$ cat src/rtl/mnist_batch_sequencer.sv
// mnist_batch_sequencer: walks every stored image through the systolic
// fetcher / arg-max datapath, decodes the one-hot class, scores it against
// the label source and logs one result per image.
// Optional feature: define SEQ_WATCHDOG_EN to build the wait-state watchdog.
module mnist_batch_sequencer #(
    parameter int unsigned IMAGES         = 10,
    parameter int unsigned CLASSES        = 10,
    parameter int unsigned IDX_W          = 4,
    parameter int unsigned CNT_W          = 8,
    parameter int unsigned TIMEOUT_CYCLES = 4096
) (
    input  logic               clk,
    input  logic               reset,
    input  logic               start,
    input  logic               abort,
    output logic [IDX_W-1:0]   image_num,
    output logic               arr_load,
    output logic               arr_start,
    input  logic               arr_ready,
    input  logic [CLASSES-1:0] arr_classes,
    input  logic [IDX_W-1:0]   label,
    output logic               busy,
    output logic               done,
    output logic               result_we,
    output logic [IDX_W-1:0]   result_addr,
    output logic [IDX_W-1:0]   result_class,
    output logic               result_hit,
    output logic [CNT_W-1:0]   correct_cnt,
    output logic               error
);

    typedef enum logic [2:0] {
        S_IDLE,
        S_LOAD,
        S_START,
        S_WAIT_LOW,
        S_WAIT_HIGH,
        S_CAPTURE,
        S_DONE
    } state_t;

    state_t             state_q, state_d;
    logic [IDX_W-1:0]   img_q, img_d;
    logic [CNT_W-1:0]   cnt_q, cnt_d;
    logic               err_q, err_d;
    logic               rdy_q;
    logic               timed_out;

    logic [IDX_W-1:0]   dec_idx;
    logic [1:0]         dec_cnt;
    logic [IDX_W-1:0]   cap_class;
    logic               cap_invalid;
    logic               cap_hit;

`ifdef SEQ_WATCHDOG_EN
    localparam int unsigned WD_W = $clog2(TIMEOUT_CYCLES + 1);
    logic [WD_W-1:0]    wd_q, wd_d;
    logic               to_q, to_d;
    assign timed_out = to_q;
`else
    assign timed_out = 1'b0;
`endif

    // One-hot decode: index of the last set bit plus a saturating set-bit count
    always_comb begin
        dec_idx = '0;
        dec_cnt = '0;
        for (int unsigned i = 0; i < CLASSES; i++) begin
            if (arr_classes[i]) begin
                dec_idx = i[IDX_W-1:0];
                if (dec_cnt != 2'd2) begin
                    dec_cnt = dec_cnt + 2'd1;
                end
            end
        end
    end

    assign cap_invalid = (dec_cnt != 2'd1) || timed_out;
    assign cap_class   = cap_invalid ? '1 : dec_idx;
    assign cap_hit     = !cap_invalid && (cap_class == label);

    // Next-state, counter updates and strobe decode; abort overrides last
    always_comb begin
        state_d      = state_q;
        img_d        = img_q;
        cnt_d        = cnt_q;
        err_d        = err_q;
        arr_load     = 1'b0;
        arr_start    = 1'b0;
        done         = 1'b0;
        result_we    = 1'b0;
        result_addr  = '0;
        result_class = '0;
        result_hit   = 1'b0;
`ifdef SEQ_WATCHDOG_EN
        wd_d         = '0;
        to_d         = to_q;
`endif
        case (state_q)
            S_IDLE: begin
                if (start && !abort) begin
                    state_d = S_LOAD;
                    img_d   = '0;
                    cnt_d   = '0;
                    err_d   = 1'b0;
                end
            end
            S_LOAD: begin
                arr_load = 1'b1;
                state_d  = S_START;
            end
            S_START: begin
                arr_start = 1'b1;
                state_d   = S_WAIT_LOW;
`ifdef SEQ_WATCHDOG_EN
                to_d      = 1'b0;
`endif
            end
            S_WAIT_LOW: begin
                if (!rdy_q) begin
                    state_d = S_WAIT_HIGH;
                end
            end
            S_WAIT_HIGH: begin
                if (rdy_q) begin
                    state_d = S_CAPTURE;
                end
            end
            S_CAPTURE: begin
                result_we    = 1'b1;
                result_addr  = img_q;
                result_class = cap_class;
                result_hit   = cap_hit;
                if (cap_hit) begin
                    cnt_d = cnt_q + CNT_W'(1);
                end
                if (cap_invalid) begin
                    err_d = 1'b1;
                end
                if (img_q == IDX_W'(IMAGES - 1)) begin
                    state_d = S_DONE;
                end else begin
                    img_d   = img_q + IDX_W'(1);
                    state_d = S_LOAD;
                end
            end
            S_DONE: begin
                done    = 1'b1;
                state_d = S_IDLE;
            end
            default: state_d = S_IDLE;
        endcase

`ifdef SEQ_WATCHDOG_EN
        // Wait cycles are counted across both wait states; a normal capture wins a tie
        if (state_q == S_WAIT_LOW || state_q == S_WAIT_HIGH) begin
            wd_d = wd_q + WD_W'(1);
            if (state_d != S_CAPTURE && wd_q == WD_W'(TIMEOUT_CYCLES - 1)) begin
                state_d = S_CAPTURE;
                to_d    = 1'b1;
            end
        end
`endif

        if (abort && state_q != S_IDLE) begin
            state_d      = S_IDLE;
            img_d        = img_q;
            cnt_d        = cnt_q;
            err_d        = err_q;
            arr_load     = 1'b0;
            arr_start    = 1'b0;
            done         = 1'b0;
            result_we    = 1'b0;
            result_addr  = '0;
            result_class = '0;
            result_hit   = 1'b0;
        end
    end

    // State, counters and the ready synchroniser register
    always_ff @(posedge clk) begin
        if (reset) begin
            state_q <= S_IDLE;
            img_q   <= '0;
            cnt_q   <= '0;
            err_q   <= 1'b0;
            rdy_q   <= 1'b0;
`ifdef SEQ_WATCHDOG_EN
            wd_q    <= '0;
            to_q    <= 1'b0;
`endif
        end else begin
            state_q <= state_d;
            img_q   <= img_d;
            cnt_q   <= cnt_d;
            err_q   <= err_d;
            rdy_q   <= arr_ready;
`ifdef SEQ_WATCHDOG_EN
            wd_q    <= wd_d;
            to_q    <= to_d;
`endif
        end
    end

    assign image_num   = img_q;
    assign correct_cnt = cnt_q;
    assign error       = err_q;
    assign busy        = (state_q != S_IDLE);

endmodule

$ cat config.mk
export PLATFORM = sky130hd
export DESIGN_NAME = mnist_batch_sequencer
export DESIGN_NICKNAME = d
export VERILOG_FILES = /design/src/rtl/mnist_batch_sequencer.sv
export SDC_FILE = /design/constraint.sdc
export NUM_CORES = 1
export LEC_CHECK = 0
export BUFFER_PORTS_ARGS = -buffer_cell sky130_fd_sc_hd__buf_2
export CAP_MARGIN = 10
export CORE_MARGIN = 4
export CORE_UTILIZATION = 49
export CTS_CLUSTER_SIZE = 25
export DETAILED_ROUTE_END_ITERATION = 7
export HOLD_SLACK_MARGIN = 0.03
export PLACE_DENSITY_LB_ADDON = 0.08
export SLEW_MARGIN = 10
export SYNTH_ARGS = -nofsm -noshare
export SYNTH_HDL_FRONTEND = slang
export SYNTH_SLANG_ARGS = --single-unit
$ cat constraint.sdc
create_clock -name clk -period 3.9 [get_ports clk]
set_input_delay 0.195 -clock clk [delete_from_list [all_inputs] [get_ports clk]]
set_output_delay 0.195 -clock clk [all_outputs]
set_load 0.1 [all_outputs]
After elaboration in Yosys (flattened, before gate mapping)
Cells that the tools add are included.
W data, S select, Z words.

operators by class
  add/subtract/negate cells = 11
  equality and inequality tests = 24
  multiplexer cells = 57
  bitwise logic cells = 1
  reductions and logical operators = 13

operator list
  operator               number
  $mux W4                15
  $mux W2                18
  $ne A2 B2 Y1 const B   15
  $add A2 B1 Y2 const B  9
  $pmux W3 S6            1
  $mux W8                2
  $pmux W8 S2            1
  $mux W1                14
  $mux W3                4
  $reduce_and A4 Y1      3
  $eq A3 B3 Y1 const B   3
  $add A8 B1 Y8 const B  1
  $pmux W4 S2            1
  $eq A3 B2 Y1 const B   2
  $add A4 B1 Y4 const B  1
  $eq A4 B4 Y1           1
  $eq A4 B4 Y1 const B   1
  $eq A3 B1 Y1 const B   1
  $logic_and A1 B1 Y1    3
  $logic_not A3 Y1       1
  $reduce_and A3 Y1      1
  $reduce_bool A3 Y1     1
  $logic_not A1 Y1       2
  $ne A2 B1 Y1 const B   1
  other kinds (4)        4

word-level totals
  register bits after elaboration = 17
  word-level logic and storage cells = 111

Logic depth before layout (Yosys ltp)
  depth in word-level cells = 34
  gate-level depth with buffers = 19

Worst setup path before layout
No wires, ideal clock.

  path type = input-to-output
  from = input port arr_classes[0]
  to = output port result_class[0]
  arrival time = 4845 ps
  required time = 3705 ps
  path slack = -1140 ps
  stages = 15
  cells stage by stage = inv_1 ha_1 or4b_4 o21ai_2 a211oi_1 or4_1 o311a_2 o31ai_4 mux2i_1 nor3b_1 a211oi_4 ha_1 nor3b_1 a31o_2 a21oi_1

between the ends
  cells in the longest elaborated chain, start to end = 32
  elaborated cells between the ends (all ways) = 41
  classes of those cells = add/sub (9); eq/ne (10); mux (22)

RTL lines
  element                                               line    text
  start: declaration                                    20      input logic [CLASSES-1:0] arr_classes,
  $mux W1 (*)                                           69      if (arr_classes[i]) begin
  $add A2 B1 Y2 / $ne A2 B2 Y1 (equally long branches)  72, 71
  $mux W2                                               71      if (dec_cnt != 2'd2) begin
  $mux W2 (*)                                           69
  $add A2 B1 Y2 / $ne A2 B2 Y1 (equally long branches)  72, 71
  $mux W2                                               71
  $mux W2 (*)                                           69
  $add A2 B1 Y2 / $ne A2 B2 Y1 (equally long branches)  72, 71
  [16 not listed]                                       -
  $mux W2 (*)                                           69
  $add A2 B1 Y2 / $ne A2 B2 Y1 (equally long branches)  72, 71
  $mux W2                                               71
  $mux W2 (*)                                           69
  $ne A2 B1 Y1 (*)                                      78      assign cap_invalid = (dec_cnt != 2'd1) || timed_out;
  $mux W4 (*)                                           79      assign cap_class = cap_invalid ? '1 : dec_idx;
  $mux W4 (*)                                           99      case (state_q)
  $mux W4 (*)                                           165     if (abort && state_q != S_IDLE) begin
  end: declaration                                      26      output logic [IDX_W-1:0] result_class,

Every way passes the cells marked *; elsewhere a longest branch is shown, timed or not.

Worst setup path in the final report
  from = input port arr_classes[1]
  to = output port result_class[2]

between the ends
  cells in the longest elaborated chain, start to end = 29
  elaborated cells between the ends (all ways) = 37
  classes of those cells = add/sub (8); eq/ne (9); mux (20)

RTL lines
  element                                               line
  $mux W2 (*)                                           69
  $add A2 B1 Y2 / $ne A2 B2 Y1 (equally long branches)  72, 71
  $mux W2                                               71
  $mux W2 (*)                                           69
  $add A2 B1 Y2 / $ne A2 B2 Y1 (equally long branches)  72, 71
  $mux W2                                               71
  $mux W2 (*)                                           69
  $add A2 B1 Y2 / $ne A2 B2 Y1 (equally long branches)  72, 71
  [13 not listed]                                       -
  $mux W2 (*)                                           69
  $add A2 B1 Y2 / $ne A2 B2 Y1 (equally long branches)  72, 71
  $mux W2                                               71
  $mux W2 (*)                                           69
  $ne A2 B1 Y1 (*)                                      78
  $mux W4 (*)                                           79
  $mux W4 (*)                                           99
  $mux W4 (*)                                           165

Marks and branches as above.

==> summary.txt <==
Synth
  – Async S/R FF share, synth: 0%
  – Synth Area in Compound Gates: 29.6%
  – Most numerous cell in the Yosys netlist: nor2_1
  – Post-synthesis sequential area ratio: between 10% and 20%
  – Synth Area in XOR/XNOR: 4.31%
  – Syn_area_per_cell: approximately 7.4 sq um
  – Syn Nets: about 270
  – Mux contribution to synthesized area: 3.01%
  – Top post-synthesis cells by count: nor2_1 (26), nand2_1 (22), a21oi_1 (17), dfxtp_1 (17), inv_1 (13)
  – Post-Syn Instances: approximately 250
  – Post-synth cell types: 60
  – Main combinational cell family by area after synthesis: simple AND/OR/NAND/NOR gates
  – Synthesized-area fraction occupied by adder cells: around 5.5%
  – Area share of the largest cell type after synthesis: about 19%
  – Synth warn: 0
  – Synth top area cells: dfxtp_1 (19%), ha_1 (5.5%), nor2_1 (5.3%), a21oi_1 (4.6%), nand2_1 (4.5%)
  – Simple-gate share of the synthesized area: between 30% and 40%
  – Ys flop type: dfxtp_1
  – Post-synth EDFFs: 0
  – Leading area contributor after synthesis: dfxtp_1
  – #FFs+latches synth: 17
  – Mapped cell area: roughly 1800 sq um

Power
  – Peak VDD IR: around 0.00023 V
  – Switching component of the power: roughly 270 uW
  – Seq pwr share: 27.2%
  – Switching share of power: 39.4%
  – Logic pwr share: between 50 and 60%
  – Clock share of power: a little under a fifth
  – Int Pwr: 416 uW
  – PD cells: between 200 and 300 nW/um^2
  – Leakage: around 0.0012 uW

STA
  – Period utilization: 105%
  – Skew final: 0.00347 ns
  – Slack of the critical path: -0.181 ns
  – Worst Tran Pin Value: roughly 0.79 ns
  – Final hold violations: 0
  – Minimum clock period: about 4.1 ns
  – RSZ-0062 raised after global routing: yes
  – Final setup TNS: -1.15 ns
  – Slew headroom: 46.3%
  – Max Clock Freq: 0.245 GHz
  – Slew Limit Fails: 0
  – Endpoints failing setup: 9

Setup path
  – Path type of the worst setup path: in -> out
  – Required time of the critical path: between 3 and 4 ns
  – Worst EP arrival: a little under 4 ns
  – Critical Path Sink Type: output port
  – Startpoint types: input pin
  – Max Fanout on Critical Path: 7

Routing
  – Vias: approximately 2100
  – Drt via density: about 5.9
  – Drt pass-1 iters: 5
  – DRT Wirelength: approximately 5600 um
  – Routed WL per cell: 15.5 um
  – Post-DRT Antenna Nets: 0
  – DRC: 0
  – Violation count after the first detailed-route iteration: roughly 170

Floorplan
  – # IOs: 46
  – Die Wd: about 70 um
  – Die area: about 4800 sq um
  – Die Ht: ~69 um
  – Initial core utilization: a little over half
  – CORE AREA: roughly 3500 sq um
  – Row count: 21

Cells and area
  – Share of layout cells above drive strength 1: ~38%
  – Non-filler cells, final: roughly 360
  – Diodes inserted: 0
  – Area growth syn-to-layout: 45.9%
  – Total Nets Final: 345

Global route
  – Largest net degree at the start of global routing: 16
  – Vias in the first global route: 1843
  – First-pass GRT wire length: 8370 um
  – Total track usage: between 20% and 30%
  – Initial antenna violation count: 0
  – GRT Residual Overflow: 0

Clocking
  – CTS root buf: clkbuf_8
  – Post-CTS Hold Fix Bufs: 0
  – Max H-tree Level: 1
  – Worst-Skew Late Latency: about 0.25 ns
  – TritonCTS Sinks: 17
  – Clk slew on worst S/H paths: approximately 0.06 ns
  – CTS Buffer Depth: 2
  – Num CTS Buffers: 3
  – TritonCTS clock tree: yes

Min path
  – Hold Crit Class: in -> reg

Place
  – Dpl cells: roughly 350
  – I/O Buffers: 45
  – Final GP Congestion: approximately 0.89
  – DP HPWL: between 3000 and 4000 um

Job
  – Max_cap viols: 0

Status
  – Failing checks: negative setup slack
  – Status: finished with violations
-- registers in the layout (all words and copies together), names as in the netlist --
name	cells
correct_cnt	8
rdy_q	1
image_num	4
error	1
state_q	3
-- stage by stage --
| stage | instance area [sq um] | utilization (%) | power (uW) | setup slack [ns] | hold slack, ns |
|---|---|---|---|---|---|
| floorplan | 1960 | - | 404 | 0.00726 | 0.267 |
| global placement | 2440 | 70.3 | 489 | -0.228 | 0.405 |
| detailed placement | 2440 | 70.3 | 493 | -0.308 | 0.414 |
| CTS | 2560 | 73.8 | 639 | -0.0705 | 0.161 |
| global route | 2670 | 77.0 | 722 | -0.296 | 0.208 |
| finish | 2670 | 77.0 | 686 | -0.181 | 0.166 |
-- cells in the final DEF, fill, tap and decap left out, types with 5 or more instances in the layout --
cell	instances
xnor2_1	5
o211ai_1	7
o21ai_0	8
buf_4	27
or4_1	6
dfxtp_1	17
buf_2	38
and3_1	6
and2_1	8
ha_1	6
inv_1	10
nand2_1	21
buf_12	5
nor2_1	24
nand2b_1	8
nor3_1	5
nand3_1	6
a21oi_1	14
-- area by class of cell --
type / instances / area, sq um
fill: 284 / 797
inverter: 13 / 56.3
multi-input combinational: 208 / 1620
sequential: 17 / 340
clock buffer: 4 / 45.0
tap: 46 / 57.6
timing repair buffer: 75 / 553
-- critical path, cell delays in order --
cell and delay [ns]:
buf_8 0.09, inv_6 0.03, ha_4 0.26, or4b_4 0.54, o21ai_4 0.09, a211oi_2 0.06
or4_1 0.43, o311a_4 0.16, o31ai_4 0.22, mux2i_2 0.38, o2111ai_2 0.20, o311ai_4 0.11
inv_2 0.08, ha_4 0.28, nor3b_4 0.04, a31o_4 0.23, buf_6 0.12, a21oi_4 0.15
buf_12 0.20
-- what timing repair did --
| item | CTS | global route |
|---|---|---|
| gates cloned | 0 | 1 |
| endpoints found under the setup margin | 10 | 12 |
| pin swaps | 1 | 5 |
| resized for setup | 11 | 16 |
| setup buffers | 4 | 3 |
-- metal layers --
metal | vias up | GRT usage (%) | share of wire [%]
li1 | 1059 | - | -
met1 | 1006 | 27.4 | 45
met2 | 74 | 35.1 | 49
met3 | 8 | 4.65 | 5.0
met4 | 0 | 1.74 | 0.91
met5 | - | 0 | 0
-- power by group through the flow --
stage / Combinational (uW) / Clock, uW / Sequential [uW]
2_1_floorplan: 210 / 0 / 194
3_3_place_gp: 298 / 0 / 191
3_5_place_dp: 302 / 0 / 190
4_1_cts: 321 / 131 / 187
5_1_grt: 397 / 138 / 188
6_report: 370 / 129 / 187
-- final timing paths --
path / end / start / cells past startpoint / slack, ns
max: result_class[2] / arr_classes[1] / 19 / -0.18
min: rdy_q / arr_ready / 2 / 0.17
max reg2reg: correct_cnt[4] / state_q[2] / 6 / 1.60
min reg2reg: error / error / 2 / 0.45
-- kinds of logic after synthesis --
group	after synthesis
compound gates	72
fa+ha+maj	8
mux	5
xor+xnor	9
buf+inv	22
flops	17
simple gates	113
Note: power is estimated with default switching activity, not from simulation.
